==> src/rtl/ctrl_pkg.sv <==
// Shared control-unit definitions: T-state and M-cycle encodings, key opcodes,
// and the sequencer state type.
package ctrl_pkg;

    // One-hot T-state encodings (bit0 = T1 .. bit3 = T4)
    localparam logic [3:0] STEP_T1 = 4'b0001;
    localparam logic [3:0] STEP_T2 = 4'b0010;
    localparam logic [3:0] STEP_T3 = 4'b0100;
    localparam logic [3:0] STEP_T4 = 4'b1000;

    // One-hot M-cycle index of the opcode fetch cycle
    localparam logic [7:0] CYCLE_M1 = 8'h01;

    // Opcodes the sequencer cares about
    localparam logic [7:0] OPC_NOP  = 8'h00;
    localparam logic [7:0] OPC_CB   = 8'hCB;
    localparam logic [7:0] OPC_HALT = 8'h76;

    typedef enum logic {
        SEQ_RUN  = 1'b0,
        SEQ_HALT = 1'b1
    } seq_state_t;

    // Advance the T-state ring by one position, T4 wrapping back to T1
    function automatic logic [3:0] rotate_step(input logic [3:0] step);
        return {step[2:0], step[3]};
    endfunction

endpackage

==> src/rtl/opcode_field_decode.sv <==
// Binary-to-one-hot decoder for an opcode bit field. IN_W=3 gives the 3-to-8
// form used for Y and Z; IN_W=2 gives the 2-to-4 form used for X.
module opcode_field_decode #(
    parameter int IN_W = 3
) (
    input  logic [IN_W-1:0]      field,
    output logic [(1<<IN_W)-1:0] onehot
);

    // Set exactly the bit selected by the field value
    always_comb begin
        onehot        = '0;
        onehot[field] = 1'b1;
    end

endmodule

==> src/rtl/cycle_sequencer.sv <==
// Timing/fetch stage of the control unit. Produces the one-hot T-state and
// M-cycle index, holds the instruction register and CB-page flag, and runs
// the RUN/HALT state machine. X/Y/Z are zero-latency decodes of the IR.
module cycle_sequencer
    import ctrl_pkg::*;
#(
    parameter logic [7:0] RESET_OPCODE = OPC_NOP,
    parameter logic [7:0] CB_OPCODE    = OPC_CB
) (
    input  logic       i_Clk,
    input  logic       i_Reset,
    input  logic       i_Wait,
    input  logic       i_IR_Fetch,
    input  logic       i_Halt,
    input  logic       i_Int_Pending,
    input  logic [7:0] i_Data_Bus,
    output logic [3:0] o_Cycle_Step,
    output logic [7:0] o_Cycle_Count,
    output logic [7:0] o_IR,
    output logic [3:0] o_X,
    output logic [7:0] o_Y,
    output logic [7:0] o_Z,
    output logic       o_CB_Prefix,
    output logic       o_M_Cycle_End,
    output logic       o_Halted,
    output logic       o_Overrun
);

    seq_state_t state_q, state_d;
    logic [3:0] step_q, step_d;
    logic [7:0] count_q, count_d;
    logic [7:0] ir_q, ir_d;
    logic       cb_q, cb_d;
    logic       overrun_q, overrun_d;

    // Sequencing state register; reset aborts any instruction in progress
    always_ff @(posedge i_Clk or posedge i_Reset) begin
        if (i_Reset) begin
            state_q   <= SEQ_RUN;
            step_q    <= STEP_T1;
            count_q   <= CYCLE_M1;
            ir_q      <= RESET_OPCODE;
            cb_q      <= 1'b0;
            overrun_q <= 1'b0;
        end else begin
            state_q   <= state_d;
            step_q    <= step_d;
            count_q   <= count_d;
            ir_q      <= ir_d;
            cb_q      <= cb_d;
            overrun_q <= overrun_d;
        end
    end

    // Next-state logic: step ring, M-cycle shifter, IR/CB load, RUN/HALT control
    always_comb begin
        state_d   = state_q;
        step_d    = step_q;
        count_d   = count_q;
        ir_d      = ir_q;
        cb_d      = cb_q;
        overrun_d = overrun_q;

        unique case (state_q)
            SEQ_RUN: begin
                // A memory wait freezes everything, including decoder requests
                if (!i_Wait) begin
                    step_d = rotate_step(step_q);
                    if (step_q[3]) begin
                        if (i_Halt) begin
                            // HALT takes priority over a fetch; IR and count hold
                            state_d = SEQ_HALT;
                        end else if (i_IR_Fetch) begin
                            ir_d    = i_Data_Bus;
                            count_d = CYCLE_M1;
                            // A prefix only arms when it is itself a main-page opcode
                            cb_d    = (ir_q == CB_OPCODE) && !cb_q;
                        end else if (count_q[7]) begin
                            // Ran out of M-cycles without a fetch: wrap and flag it
                            count_d   = CYCLE_M1;
                            overrun_d = 1'b1;
                        end else begin
                            count_d = count_q << 1;
                        end
                    end
                end
            end
            SEQ_HALT: begin
                // Step is parked at T1 so the decoders never see a step-3 request
                step_d = STEP_T1;
                if (i_Int_Pending) begin
                    // Resume with a NOP that fetches on its M1 step 3
                    state_d = SEQ_RUN;
                    ir_d    = RESET_OPCODE;
                    count_d = CYCLE_M1;
                    cb_d    = 1'b0;
                end
            end
            default: state_d = SEQ_RUN;
        endcase
    end

    opcode_field_decode #(.IN_W(2)) u_dec_x (.field(ir_q[7:6]), .onehot(o_X));
    opcode_field_decode #(.IN_W(3)) u_dec_y (.field(ir_q[5:3]), .onehot(o_Y));
    opcode_field_decode #(.IN_W(3)) u_dec_z (.field(ir_q[2:0]), .onehot(o_Z));

    assign o_Cycle_Step  = step_q;
    assign o_Cycle_Count = count_q;
    assign o_IR          = ir_q;
    assign o_CB_Prefix   = cb_q;
    assign o_Halted      = (state_q == SEQ_HALT);
    assign o_Overrun     = overrun_q;
    assign o_M_Cycle_End = step_q[3] && !i_Wait && (state_q != SEQ_HALT);

endmodule

==> config.mk <==
export PLATFORM = sky130hd
export DESIGN_NAME = cycle_sequencer
export DESIGN_NICKNAME = d
export VERILOG_FILES = /design/src/rtl/ctrl_pkg.sv /design/src/rtl/opcode_field_decode.sv /design/src/rtl/cycle_sequencer.sv
export SDC_FILE = /design/constraint.sdc
export NUM_CORES = 1
export LEC_CHECK = 0
export CAP_MARGIN = 20
export CORE_MARGIN = 2
export CORE_UTILIZATION = 43
export DETAILED_ROUTE_END_ITERATION = 10
export PLACE_DENSITY = 0.84
export SYNTH_ARGS = -nofsm -noshare
export SYNTH_HDL_FRONTEND = slang
export SYNTH_SLANG_ARGS = --single-unit
export TNS_END_PERCENT = 100
==> constraint.sdc <==
create_clock -name i_Clk -period 4.6 [get_ports i_Clk]
set_clock_uncertainty 0.2 [all_clocks]
set_input_delay 0.92 -clock i_Clk [delete_from_list [all_inputs] [get_ports i_Clk]]
set_output_delay 0.92 -clock i_Clk [all_outputs]
set_load 0.01 [all_outputs]
After elaboration in Yosys (flattened, before gate mapping). Cells that the tools add are included.

$lt $le $gt $ge: 6. Equal/unequal tests: 6. Multiplexer cells: 32. Bitwise operators: 4. Reductions and logical operators: 11.

Operator list (count): two-way mux 8 bit (11); one-hot mux 8 bit (2 select lines) (2); two-way mux 1 bit (12); inequality test 2 bit, second input constant (5); == test 8 bit, second input constant (1); < comparator 3 x 4 -> 1 bit, second input constant (2); one-hot mux 4 bit (2 select lines) (1); demux 1 bit (select 3 bit) (2); greater-or-equal comparator 3 x 1 -> 1 bit, second input constant (2); logical AND 1 bit (6); AND reduction 6 bit (1); AND reduction 5 bit (1); two-way mux 4 bit (1); inverter 1 bit (4); one-hot mux 1 bit (2 select lines) (2); AND reduction 4 bit (1); < comparator 2 x 3 -> 1 bit, second input constant (1); demux 1 bit (select 2 bit) (1); greater-or-equal comparator 2 x 1 -> 1 bit, second input constant (1); logical NOT 1 bit (2).

Flip-flop bits (word level): 23. Input port bits: 14. Output and inout bits: 44. Word-level logic and storage cells: 65.

Depth between registers and ports, before layout.
Depth after elaboration: 7. Depth in mapped cells: 5. Gate-level depth less buffers: 3.

Cells and area by module. From an unflattened synthesis, not the netlist that was laid out.

Cells, all modules: 110. Area total of the unflattened synthesis: 1231.2 um^2.

Modules (own cells, without submodules): cycle_sequencer (instances 1, cells an instance 90, area an instance 1074.8 um^2); opcode_field_decode at u_dec_y ... (instances 2, cells an instance 8, area an instance 65.1 um^2); opcode_field_decode at u_dec_x (instances 1, cells an instance 4, area an instance 26.3 um^2).

Worst setup path before layout. No wires, ideal clock.

Kind: input port to output port. From: input i_Wait. To: output o_M_Cycle_End. Data arrival time: 1382 ps. Setup slack: 2098 ps. Cell stages on the path: 2. Path buffers: 1. Cells stage by stage: buf_4 > nor3b_4.

Longest elaborated chain between the ends: 3.

RTL lines: start: declaration (RTL line cycle_sequencer.sv:12) `input logic i_Wait,`; logical NOT 1 bit (RTL line cycle_sequencer.sv:113) `assign o_M_Cycle_End = step_q[3] && !i_Wait && (state_q != SEQ_HALT);`; logical AND 1 bit (2 in series) (RTL line cycle_sequencer.sv:113); end: declaration (RTL line cycle_sequencer.sv:24) `output logic o_M_Cycle_End,`.

Every way passes these cells.

Worst setup path in the final report. Same ends and word-level chain as after synthesis.

==> impl_metrics.toml <==
[logic_synthesis]
ys.flop_type = "dfrtp_1"
synth.yosys.seq_area_share = 0.482
synth_commonest_cells = "dfrtp_1 (21), inv_1 (13), mux2i_1 (12), nand2_1 (10)"
yosysTopAreaCellShare = 0.438
synthTopCellsByArea = "dfrtp_1 (44%), mux2i_1 (10%), mux2_2 (7.5%)"
synth-async-reset-ratio = 1.00
synthAdderAreaFrac = 0
syn_avg_cell_area_um2 = 10.7
synth_top_family_by_area = "simple AND/OR/NAND/NOR gates"
synthSimpleGateAreaFrac = 0.226
synthMuxAreaShare = 0.175
synth_area_leader_cell = "dfrtp_1"
synth_xor_area_frac = 0
synth_compound_area_frac = 0.0501
synth_seq_cells = 23
synth.most_common_cell = "dfrtp_1"
syn_inst = 112
synth_edf_count = 0
yosys_warnings = 0
synth_area_um2 = 1200
synth_cell_types = 24
synth_fp_nets = 126

[drt]
first_pass_iters = 4
ant_nets = 0
drc = 0
drt_iter0_markers = 44
routed_wl_mm = 2.65
via_count = 987
wl_per_cell_um = 13.2
via_per_inst = 4.94

[min_path]
hp-class = "flop to flop"

[power]
switching_share = 0.368
internal_power_w = 0.000725
vdd_drop_max_v = 0.000445
power_frac_seq = 0.368
p_sw_w = 0.000422
p_leak_nw = 0.763
power_density_nw_per_um2 = 636
p_clk_frac = 0.077
power_w = 0.00115
combPwrFrac = 0.554

[grt]
grt-ovfl-total = 0
first_global_vias = 1011
grt.met1_usage = 0.205
use_met2 = 0.304
antenna_found_initial = 0
grt_busiest_layer = "met2"
track_usage = 0.174
use_met3 = 0.0438
grt_max_degree = 24
grt_pass1_wl_mm = 4.43

[place]
gp_congestion = 0.761
io_buffers = 57
dp_hpwl_mm = 2.03
dp_slack_ns = 1.03

[layout]
syn2layout_area_growth_pct = 50.4
final_core_util = 0.666
diodes = 0
drive_above_1_share = 0.0947
final-seq-area_um2 = 578
nets = 184
multiInputGateArea_um2 = 542
fillers = 242

[clocking]
htree_num_levels = 1
cts_setup_buffers = 0
cts_buffer_depth = 2
root_buffer = "clkbuf_4"
insertion_delay_ns = 0.30
cts.repair.resized = 0
hold_buffers = 0
cts_tree = "done"
clkSinkCount = 23
numCtsBuffers = 3
clkTransAtPathRegs_ns = 0.11

[timing]
setup_ws_ns = 1.04
relSlewSlack = 0.424
hold_slack_ns = 0.305
min_period_ns = 3.56
drv_slew = 0
setup_violations = 0
rsz0062_at_grt = "no"
post-route-period-util = 0.775
hold_violations = 0
fin_tns_setup_ns = 0
clock.fmax_mhz = 281
worst_pin_slew_ns = 0.857

[setup_path]
cp-start-kind = "primary input"
crit_path_max_fanout = 6
crit_type = "primary input to output port"
worstSetupEndpointType = "output port"
arrival_ns = 2.44
crit_required_ns = 3.48

[floorplan]
die_x_um = 56.8
initial_core_util = 0.443
dieHeight_um = 56.8
core_area_um2 = 2710
die_area_um2 = 3230
rows = 19
io_pins = 58

[status]
status = "finished, final reports clean"

[job]
drv_cap = 0
## worst max-delay path, stage by stage
cell	delay, ns
clkdlybuf4s50_1	0.55
nor3b_4	0.35
clkdlybuf4s50_1	0.61
## area by class of cell
type,instances,area share
Sequential cell,23,0.320
Timing Repair Buffer,57,0.316
Multi-Input combinational cell,72,0.300
Inverter,13,0.0270
Tap cell,31,0.0215
Clock buffer,4,0.0146
## layout by cell type, fill, tap and decap left out
| cell | n |
|---|---|
| a21oi_1 | 1 |
| nand2_1 | 10 |
| inv_1 | 13 |
| clkdlybuf4s50_1 | 57 |
| nand4_1 | 1 |
| a31o_2 | 1 |
| dfstp_2 | 2 |
| mux2_2 | 8 |
| nor3b_4 | 1 |
| nor2_1 | 8 |
| clkbuf_1 | 1 |
| nor3b_1 | 6 |
| dfrtp_1 | 21 |
| and2b_1 | 2 |
| and2_1 | 1 |
| and3_1 | 2 |
| nor2b_1 | 8 |
| a32oi_4 | 1 |
| a22o_1 | 1 |
| o21ai_0 | 2 |
| mux2i_1 | 12 |
| and3b_1 | 4 |
| nor3_1 | 3 |
| clkbuf_4 | 3 |
## per-layer routing
metal / wire [um] / share of wire
met1: 1090 / 0.41
met2: 1310 / 0.49
met3: 200 / 0.076
met4: 45 / 0.017
met5: 0 / 0
## flip-flops by register name, indices dropped and copies added, names as in the netlist
register and count:
o_Overrun 1, o_Halted 1, o_Cycle_Count 8, o_CB_Prefix 1, o_Cycle_Step 4, o_IR 8
## kinds of logic (layout without fill, tap and decap cells)
kind of cell,count (synthesis),count (layout)
buf+inv,17,74
flops,23,23
mux,20,20
compound gates,6,6
simple gates,46,46
## path summary, 6_finish.rpt
| path | start | to | slack [ns] | depth (start not counted) |
|---|---|---|---|---|
| setup / recovery | i_Wait | o_M_Cycle_End | 1.04 | 3 |
| hold / removal | o_Cycle_Count[0] | o_Cycle_Count[0] | 0.30 | 2 |
| setup reg to reg | o_Halted | o_IR[7] | 2.49 | 3 |
| hold reg to reg | o_Cycle_Count[0] | o_Cycle_Count[0] | 0.30 | 2 |
| max in group asynchronous | i_Reset | o_IR[3] | 2.81 | 2 |
| min in group asynchronous | i_Reset | o_Cycle_Step[2] | 0.88 | 2 |
## through the flow
step           instance area, um2  cells
6_report                     1800    200
5_1_grt                      1800    200
4_1_cts                      1800    200
3_5_place_dp                 1780    196
3_3_place_gp                 1780    196
2_1_floorplan                1200    112
## power groups by stage
stage                     Sequential, W   Clock, W  Combinational (W)
after floorplan                0.000436          0           0.000256
after global placement         0.000417          0           0.000624
after detailed placement       0.000426          0           0.000642
after CTS                      0.000424  0.0000930           0.000644
after global routing           0.000445   0.000102           0.000684
final                          0.000423  0.0000887           0.000636
Note: power is estimated with default switching activity, not from simulation.
